File: src/rtl/tdm_pkg.sv
// Shared types for the 4-slot TDM receive path: lane count, slot index and
// the frame-capture FSM state.
package tdm_pkg;

  localparam int LANES = 4;

  typedef logic [1:0] slot_t;

  typedef enum logic {
    IDLE    = 1'b0,
    COLLECT = 1'b1
  } tdm_state_t;

  // Slot that follows s within a frame; wraps to 0 after the last lane.
  function automatic slot_t next_slot(input slot_t s);
    return (s == slot_t'(LANES - 1)) ? slot_t'(0) : s + slot_t'(1);
  endfunction

endpackage

File: src/rtl/tdm_demux4_demux4.sv
// Slot-to-lane decoder: turns the current slot index into a one-hot lane
// write enable, the inverse of the transmit-side mux4 selection.
module demux4
  import tdm_pkg::*;
(
  input  slot_t             sel,
  input  logic              en,
  output logic [LANES-1:0]  lane_en
);

  always_comb begin
    lane_en = '0;
    if (en) begin
      lane_en[sel] = 1'b1;
    end
  end

endmodule

File: src/rtl/tdm_demux4.sv
// Receive end of the 4:1 TDM link: collects four serial slots into a frame,
// aligned by frame_start, and presents it on a valid/ready output port.
module tdm_demux4
  import tdm_pkg::*;
#(
  parameter int WIDTH = 1
) (
  input  logic                   clk,
  input  logic                   rst,
  input  logic [WIDTH-1:0]       din,
  input  logic                   din_valid,
  input  logic                   frame_start,
  output logic [LANES*WIDTH-1:0] dout,
  output logic                   out_valid,
  input  logic                   out_ready,
  output logic                   sync_err,
  output logic                   overrun
);

  tdm_state_t state, state_nxt;
  slot_t      slot, slot_nxt;
  slot_t      wr_sel;
  logic       wr_en;
  logic       sync_nxt;
  logic       complete;

  logic [LANES-1:0]       lane_en;
  logic [WIDTH-1:0]       cap [LANES];
  logic [LANES*WIDTH-1:0] frame;

  always_ff @(posedge clk) begin
    if (rst) begin
      state <= IDLE;
      slot  <= '0;
    end else begin
      state <= state_nxt;
      slot  <= slot_nxt;
    end
  end

  // A frame_start always wins: in COLLECT it abandons the partial frame and
  // restarts at lane0 rather than being captured as data.
  always_comb begin
    state_nxt = state;
    slot_nxt  = slot;
    wr_sel    = slot;
    wr_en     = 1'b0;
    sync_nxt  = 1'b0;
    complete  = 1'b0;
    if (din_valid) begin
      case (state)
        IDLE: begin
          if (frame_start) begin
            wr_sel    = '0;
            wr_en     = 1'b1;
            slot_nxt  = slot_t'(1);
            state_nxt = COLLECT;
          end else begin
            sync_nxt = 1'b1;
          end
        end
        COLLECT: begin
          if (frame_start) begin
            sync_nxt  = 1'b1;
            wr_sel    = '0;
            wr_en     = 1'b1;
            slot_nxt  = slot_t'(1);
            state_nxt = COLLECT;
          end else begin
            wr_en    = 1'b1;
            slot_nxt = next_slot(slot);
            if (slot == slot_t'(LANES - 1)) begin
              complete  = 1'b1;
              state_nxt = IDLE;
            end
          end
        end
        default: begin
          state_nxt = IDLE;
          slot_nxt  = '0;
        end
      endcase
    end
  end

  demux4 u_demux4 (
    .sel     (wr_sel),
    .en      (wr_en),
    .lane_en (lane_en)
  );

  always_ff @(posedge clk) begin
    for (int i = 0; i < LANES; i++) begin
      if (rst) begin
        cap[i] <= '0;
      end else if (lane_en[i]) begin
        cap[i] <= din;
      end
    end
  end

  // The last lane is taken straight from din so the frame is ready on the
  // same edge that samples it.
  always_comb begin
    frame = '0;
    for (int i = 0; i < LANES - 1; i++) begin
      frame[i*WIDTH +: WIDTH] = cap[i];
    end
    frame[(LANES-1)*WIDTH +: WIDTH] = din;
  end

  // Output handshake: a frame transfers on every rising edge where
  // out_valid && out_ready; while out_valid is high and out_ready low, dout
  // and out_valid hold, and a frame completing then is dropped (overrun).
  always_ff @(posedge clk) begin
    if (rst) begin
      dout      <= '0;
      out_valid <= 1'b0;
      sync_err  <= 1'b0;
      overrun   <= 1'b0;
    end else begin
      sync_err <= sync_nxt;
      overrun  <= 1'b0;
      if (complete) begin
        if (!out_valid || out_ready) begin
          dout      <= frame;
          out_valid <= 1'b1;
        end else begin
          overrun <= 1'b1;
        end
      end else if (out_ready) begin
        out_valid <= 1'b0;
      end
    end
  end

endmodule

File: config.mk
export PLATFORM = sky130hd
export DESIGN_NAME = tdm_demux4
export DESIGN_NICKNAME = d
export VERILOG_FILES = /design/src/rtl/tdm_pkg.sv /design/src/rtl/tdm_demux4_demux4.sv /design/src/rtl/tdm_demux4.sv
export SDC_FILE = /design/constraint.sdc
export NUM_CORES = 1
export LEC_CHECK = 0
export ABC_AREA = 1
export CAP_MARGIN = 20
export CORE_MARGIN = 2
export CORE_UTILIZATION = 40
export CTS_CLUSTER_SIZE = 12
export DETAILED_ROUTE_END_ITERATION = 8
export PLACE_DENSITY_LB_ADDON = 0.05
export SETUP_SLACK_MARGIN = 0.5
export SYNTH_ARGS = -nofsm -noshare
export SYNTH_HDL_FRONTEND = slang
export SYNTH_HIERARCHICAL = 1
export SYNTH_SLANG_ARGS = --single-unit
File: constraint.sdc
create_clock -name clk -period 4.2 [get_ports clk]
set_clock_uncertainty 0.15 [all_clocks]
set_input_delay 0.42 -clock clk [delete_from_list [all_inputs] [get_ports clk]]
set_output_delay 0.42 -clock clk [all_outputs]
set_load 0.005 [all_outputs]
==> metrics.yaml, run 1 <==
run_status:
  status: "finished clean"
job:
  maxCapViolCount: 0
synth:
  synthesis.nets: 98
  yosys_warnings: 9
  synth_cells: 90
  netlist_area_um2: 666
  avgSynthCellArea_um2: 7.40
sta:
  maxSlewViolCount: 0
  rsz0062_at_grt: "false"
  whs_ns: 0.341
  timing.final.crit_share: 0.471
  final_hold_viol_count: 0
  setup_tns_ns: 0
  slew_headroom: 0.832
  clock.fmax_mhz: 505
  setup_viol_count_final: 0
  fin_crit_ns: 1.98
  worstMarginPinSlew_ns: 0.250
cells_and_area:
  area_growth_pct: 25.0
  n_antenna_cell: 0
  stdcell_count: 122
  drive_above_1_share: 0.142
  post-route-util: 0.540
  nNetsFinal: 115
critical_path:
  worstSetupEndpointType: "flop"
  start_kind: "primary input"
  worstPathCellList: "clkdlybuf4s50_1 -> inv_1 -> ha_1 -> inv_1 -> nand2_1 -> inv_1 -> nand2_1 -> nor2_1 -> inv_1 -> nand2_1"
  cpMaxStageDelayCell: "clkdlybuf4s50_1"
  arrival_ns: 1.83
  crit_top_cell: "inv_1"
  cpPeakStageDelay_ns: 0.58
  crit_family: "buffers and inverters"
  cp_max_fo: 4
  regToRegSetupSlack_ns: 2.61
  crit_buf_inv: 5
  worstSetupPathType: "primary input to flop"
  worst-endpoint-required_ns: 4.05
die:
  fp.dieArea_um2: 2010
  placementRows: 14
  start_util: 0.432
  die_y_um: 44.8
  io_pins: 13
  core_um2: 1540
  die_width_um: 44.8
detailed_routing:
  drt_iter0_drc: 6
  drt-total-wl_um: 1110
  avgViaCountPerCell: 4.52
  drc: 0
  ant_nets: 0
  drt-pass1-iter-count: 3
  wire_per_inst_um: 9.07
  vias: 552
cts:
  root_buffer: "clkbuf_4"
  cts_buffer_depth: 2
  cts_buffers: 3
  cts_setup_buffers: 0
  cts_tree: "built"
  ctsHoldBuffers: 0
  cts_repair_resize_count: 0
  cts_htree_levels: 1
  cts_sinks: 13
  path_clk_slew_ns: 0.08
  clock_latency_ns: 0.28
global_routing:
  antenna_found_initial: 0
  grt_overflow_total: 0
  grt_usage: 0.136
  grt_pass1_wl_um: 1970
  grt_pass1_vias: 514
  grt_start_max_net_pins: 11
placement:
  io_buffer_count: 12
  hpwl_um: 852
  place_inst: 118
  place_congestion: 0.792
power_and_ir_drop:
  finalPower_w: 0.000235
  power.density_nw_per_um2: 282
  power_leakage_nw: 0.372
  ir_drop_mv: 0.173
worst_hold_path:
  hold_class: "flop to flop"
-- per-layer routing --
metal  global-route usage  share of wire
met1                0.159           0.48
met2                0.220           0.47
met3               0.0240          0.033
met4                0.106          0.023
met5                    0              0
-- final cells by class --
class / count / area (um^2)
multi-input cells: 53 / 285
inverters: 24 / 90.1
flip-flops and latches: 13 / 290
fillers: 170 / 709
clock buffers: 4 / 26.3
well taps: 16 / 20.0
repair buffers: 12 / 120
-- state kept, by name (all words and copies together), names as in the netlist --
name and flops:
sync_err 1, dout 4, cap 3, slot 2, overrun 1, out_valid 1
state 1
-- power by group --
part	leakage (nW)	internal (W)	switching [W]
clock	0.0150	0.0000368	0.0000404
sequential	0.112	0.000131	0.00000168
combinational	0.245	0.0000108	0.0000138
total	0.372	0.000179	0.0000558
-- through the flow --
| stage | worst slack [ns] | area [um^2] |
|---|---|---|
| floorplan | 2.69 | 666 |
| global placement | 2.01 | 806 |
| detailed placement | 1.95 | 806 |
| CTS | 2.25 | 832 |
| global route | 2.14 | 832 |
| finish | 2.22 | 832 |
-- cells in the final DEF, fill, tap and decap left out --
cell / count
nand3_1: 4
o21ai_0: 1
inv_1: 22
nand2_4: 1
a21oi_1: 4
clkbuf_1: 1
inv_2: 1
nand3_4: 1
clkbuf_4: 3
nor2_2: 5
a21boi_0: 1
nand2_1: 20
dfxtp_1: 10
clkinv_1: 1
edfxtp_1: 3
clkdlybuf4s50_1: 12
nor2_4: 1
nor2_1: 8
and2_1: 1
nand2_2: 2
ha_1: 2
nor4_1: 1
or2_2: 1
-- worst reg2reg max path, stage by stage, from the launching register on --
cell and delay, ns:
dfxtp_1 0.36, inv_1 0.10, ha_1 0.19, inv_1 0.05
nand2_1 0.07, inv_1 0.10, nand2_1 0.07, nor2_1 0.10
inv_1 0.06, nand2_1 0.07
-- final timing paths --
path,start,end,cells past startpoint
max,frame_start,cap[0][0],10
min,slot[1],slot[1],2
max reg2reg,state,cap[0][0],9
min reg2reg,slot[1],slot[1],2
No activity file was read; power rests on OpenSTA's default activity.
==> run 2: changes to the inputs <==
==> constraint.sdc (replaced) <==
create_clock -name clk -period 1.9 [get_ports clk]
set_clock_uncertainty 0.15 [all_clocks]
set_input_delay 0.19 -clock clk [delete_from_list [all_inputs] [get_ports clk]]
set_output_delay 0.19 -clock clk [all_outputs]
set_load 0.005 [all_outputs]
==> run 2 against run 1 <==
  * Sequential share of layout area is 2.0 points lower
  * Count of clock-buffer cells in the layout stayed put
  * First-iteration DRC count grew to 2.5 times the previous value
  * Critical endpoint is now cap[1][0]
  * Largest cell class is now multi-input gates
  * Highest routed layer unchanged
==> metrics.yaml, run 2 (synthesis gave the netlist of run 1 again) <==
die:
  placementRows: 14
  core_um2: 1540
  die_width_um: 44.8
  io_pins: 13
  fp.dieArea_um2: 2010
  die_y_um: 44.8
  start_util: 0.432
global_routing:
  grt_overflow_total: 0
  grt_start_max_net_pins: 11
  grt_pass1_wl_um: 2040
  antenna_found_initial: 0
  grt_pass1_vias: 498
  grt_usage: 0.141
cells_and_area:
  multi_input_area_um2: 308
  drive_above_1_share: 0.321
  fillCellCount: 159
  n_antenna_cell: 0
  nNetsFinal: 121
  post-route-util: 0.584
  final_cell_mix: "inv_1 (18), nand2_1 (18), dlygate4sd2_1 (9)"
  area_growth_pct: 35.3
  largest_register_ffs: 4
  seqCellArea_um2: 297
  largestRegisters: "dout: 4 flops, cap: 3 flops, slot: 2 flops"
  largest-register: "dout"
cts:
  cts_tree: "built"
  clock_latency_ns: 0.27
  cts_buffers: 3
  path_clk_slew_ns: 0.08
  cts_sinks: 13
  root_buffer: "clkbuf_4"
  cts_htree_levels: 1
  ctsHoldBuffers: 0
  cts_buffer_depth: 2
power_and_ir_drop:
  ir_drop_mv: 0.247
  power.density_nw_per_um2: 596
  power_leakage_nw: 0.437
critical_path:
  cpMaxStageDelayCell: "dfxtp_2"
  cpPeakStageDelay_ns: 0.36
  arrival_ns: 1.25
  start_kind: "flop"
  worstPathCellList: "inv_4 -> ha_4 -> inv_2 -> nand2_2 -> inv_2 -> nand2_2 -> nor2_2 -> inv_1 -> nand2_1"
  worstSetupPathType: "flop to flop"
  cp_max_fo: 3
  worstSetupEndpointType: "flop"
  crit_buf_inv: 4
  worst-endpoint-required_ns: 1.74
  crit_family: "flip-flops"
worst_hold_path:
  hold_class: "primary input to flop"
sta:
  slew_headroom: 0.844
  setup_viol_count_final: 0
  rsz0062_at_grt: "true"
  worstMarginPinSlew_ns: 0.232
  clock.fmax_mhz: 709
  timing.final.crit_share: 0.742
  setup_tns_ns: 0
  fin_crit_ns: 1.41
  maxSlewViolCount: 0
  final_hold_viol_count: 0
placement:
  hpwl_um: 885
  place_congestion: 0.846
  io_buffer_count: 12
detailed_routing:
  drt-pass1-iter-count: 4
  drc: 0
  ant_nets: 0
  wire_per_inst_um: 9.31
  drt_iter0_drc: 15
  drt-total-wl_um: 1190
  avgViaCountPerCell: 4.52
  vias: 578
job:
  maxCapViolCount: 0
run_status:
  status: "finished clean"
## run 2: cell count changes in the layout (fill, tap and decap cells not counted), sizes merged
cell	before	now
clkdlybuf4s50	12	3
clkinv	1	0
dlygate4sd2	0	9
clkinvlp	0	1
buf	0	6
## run 2: metrics by stage
step	hold slack, ns	total power, W	std cells	cell area, um^2	setup slack (ns)
CTS	0.213	0.000544	127	885	0.478
floorplan	0.102	0.000336	90	682	0.512
global route	0.245	0.000565	128	901	0.407
detailed placement	0.320	0.000364	120	837	0.0543
finish	0.230	0.000537	128	901	0.490
global placement	0.321	0.000363	120	837	0.0820
## run 2: worst register-to-register path, stage by stage (launching register included)
cell     delay (ns)
dfxtp_2        0.36
inv_4          0.04
ha_4           0.14
inv_2          0.04
nand2_2        0.05
inv_2          0.08
nand2_2        0.06
nor2_2         0.10
inv_1          0.05
nand2_1        0.06
## run 2: worst paths after layout
path	endpoint	slack (ns)	startpoint	cells past startpoint
hold reg to reg	slot[1]	0.33	slot[1]	2
setup reg to reg	cap[1][0]	0.49	state	9
hold / removal	sync_err	0.23	din_valid	3
setup / recovery	cap[1][0]	0.49	state	9
## run 2: area by class of cell
cell class                      instances  area share
Multi-Input combinational cell         53       0.342
Sequential cell                        13       0.329
Timing Repair Buffer                   18       0.171
Clock buffer                            4      0.0292
Tap cell                               16      0.0222
Inverter                               24       0.107
## run 2: repair_timing
| item | CTS | global route |
|---|---|---|
| buffers inserted | 3 | 1 |
| gates resized for setup | 17 | 4 |
| setup endpoints to repair | 13 | 7 |
| pin swaps | 1 | 1 |
## run 2: routing by layer
metal  global-route usage  up-vias  share of wire
met2                0.206       14           0.43
met5                    0        -              0
li1                     -      313              -
met3               0.0360        2          0.055
met1                0.192      249           0.50
met4               0.0706        0         0.0084
## run 2: where the power goes
group,leakage (nW),switching (W),internal (W),total (W)
clock,0.0150,0.0000902,0.0000813,0.000171
sequential,0.115,0.00000389,0.000290,0.000294
combinational,0.307,0.0000381,0.0000331,0.0000713
==> run 3: changes to the inputs <==
==> constraint.sdc (replaced) <==
create_clock -name clk -period 1.4 [get_ports clk]
set_clock_uncertainty 0.15 [all_clocks]
set_input_delay 0.14 -clock clk [delete_from_list [all_inputs] [get_ports clk]]
set_output_delay 0.14 -clock clk [all_outputs]
set_load 0.005 [all_outputs]
==> run 3 against run 2 <==
  * The run now ends with setup timing left
  * Utilization grew 8.8 points
  * Combinational power rose by 91%
  * First-iteration DRC count fell by 53%
==> metrics.yaml, run 3 (synthesis gave the netlist of run 1 again) <==
run_status:
  status: "complete, but fails checks"
  violations: "setup timing"
global_routing:
  grt_pass1_wl_um: 2400
  grt_overflow_total: 0
  grt_pass1_vias: 554
  grt_usage: 0.168
  grt_start_max_net_pins: 8
  antenna_found_initial: 0
cts:
  cts_htree_levels: 1
  cts_sinks: 13
  cts_buffer_depth: 2
  path_clk_slew_ns: 0.09
  root_buffer: "clkbuf_4"
  clock_latency_ns: 0.27
  ctsHoldBuffers: 0
  cts_tree: "built"
  cts_buffers: 3
cells_and_area:
  final_cell_mix: "inv_1 (17), nand2_1 (14), buf_4 (12)"
  layout_commonest_cell: "inv_1"
  fillCellCount: 129
  nNetsFinal: 129
  largestRegisters: "dout: 4 flops, cap: 3 flops, slot: 2 flops"
  post-route-util: 0.672
  area_growth_pct: 55.6
  largest-register: "dout"
  drive_above_1_share: 0.567
  n_antenna_cell: 0
  largest_register_ffs: 4
sta:
  setup_viol_count_final: 3
  setup_slack_ns: -0.0471
  fin_crit_ns: 1.45
  clock.fmax_mhz: 691
  maxSlewViolCount: 0
  worstMarginPinSlew_ns: 0.201
  rsz0062_at_grt: "true"
  timing.final.crit_share: 1.03
  slew_headroom: 0.865
  final_hold_viol_count: 0
  whs_ns: 0.164
die:
  placementRows: 14
  start_util: 0.432
  io_pins: 13
  fp.dieArea_um2: 2010
  core_um2: 1540
  die_width_um: 44.8
  die_y_um: 44.8
detailed_routing:
  drt_iter0_drc: 7
  vias: 608
  wire_per_inst_um: 10.2
  drt-pass1-iter-count: 4
  avgViaCountPerCell: 4.47
  ant_nets: 0
  drc: 0
  drt-total-wl_um: 1380
placement:
  hpwl_um: 1010
  io_buffer_count: 12
  place_congestion: 0.836
  place_ws_ns: -0.372
critical_path:
  crit_top_cell: "inv_2"
  worstSetupEndpointType: "flop"
  crit_buf_inv: 4
  cpMaxStageDelayCell: "dfxtp_2"
  worstSetupPathType: "flop to flop"
  cp_max_fo: 3
  start_kind: "flop"
  crit_family: "flip-flops"
  cpPeakStageDelay_ns: 0.34
  worst-endpoint-required_ns: 1.24
  arrival_ns: 1.29
  worstPathCellList: "inv_2 -> ha_4 -> inv_2 -> nand2_2 -> inv_2 -> nand2_2 -> nor2_1 -> inv_1 -> nand2_1"
power_and_ir_drop:
  finalPower_w: 0.000774
  power_leakage_nw: 0.483
  power.density_nw_per_um2: 747
  ir_drop_mv: 0.495
worst_hold_path:
  hold_class: "primary input to flop"
job:
  maxCapViolCount: 0
run 3: routing by layer:
layer  vias to the layer above  track usage  part of all wire
li1                        327            -                 -
met2                         8        0.278              0.53
met4                         0       0.0882            0.0072
met5                         -            0                 0
met1                       271        0.197              0.43
met3                         2       0.0480             0.036
run 3: layout make-up:
type / instances / area, um^2 / area share
Multi-Input combinational cell: 53 / 385 / 0.372
Sequential cell: 13 / 300 / 0.290
Timing Repair Buffer: 26 / 213 / 0.205
Inverter: 24 / 91.3 / 0.0882
Clock buffer: 4 / 26.3 / 0.0254
Tap cell: 16 / 20.0 / 0.0193
run 3: report_power, final:
group          internal, W  leakage, nW  switching (W)  total (W)
Sequential        0.000395        0.116     0.00000575   0.000400
Clock             0.000110       0.0150       0.000127   0.000237
Combinational    0.0000669        0.352      0.0000695   0.000136
run 3: final timing paths:
path            from   endpoint  slack (ns)  cells after the start
min reg2reg  slot[1]    slot[1]        0.35                      2
max            state  cap[1][0]       -0.05                      9
max reg2reg    state  cap[1][0]       -0.05                      9
min              rst    slot[1]        0.16                      3
run 3: stage by stage:
| step | setup TNS, ns | instances | instance area [um^2] |
|---|---|---|---|
| after global routing | -0.472 | 136 | 1040 |
| after detailed placement | -2.50 | 128 | 925 |
| after CTS | -0.00849 | 134 | 975 |
| final | -0.119 | 136 | 1040 |
| after floorplan | 0 | 90 | 709 |
| after global placement | -1.97 | 128 | 925 |
run 3: what timing repair did:
item / CTS / global route
endpoints found under the setup margin: 23 / 23
pin swaps: 4 / 6
setup buffers: 2 / 2
resized for setup: 48 / 15
run 3: tightest hold or removal path, cell delays in order:
cell           delay (ns)
dlygate4sd2_1        0.23
buf_4                0.16
a21oi_2              0.03
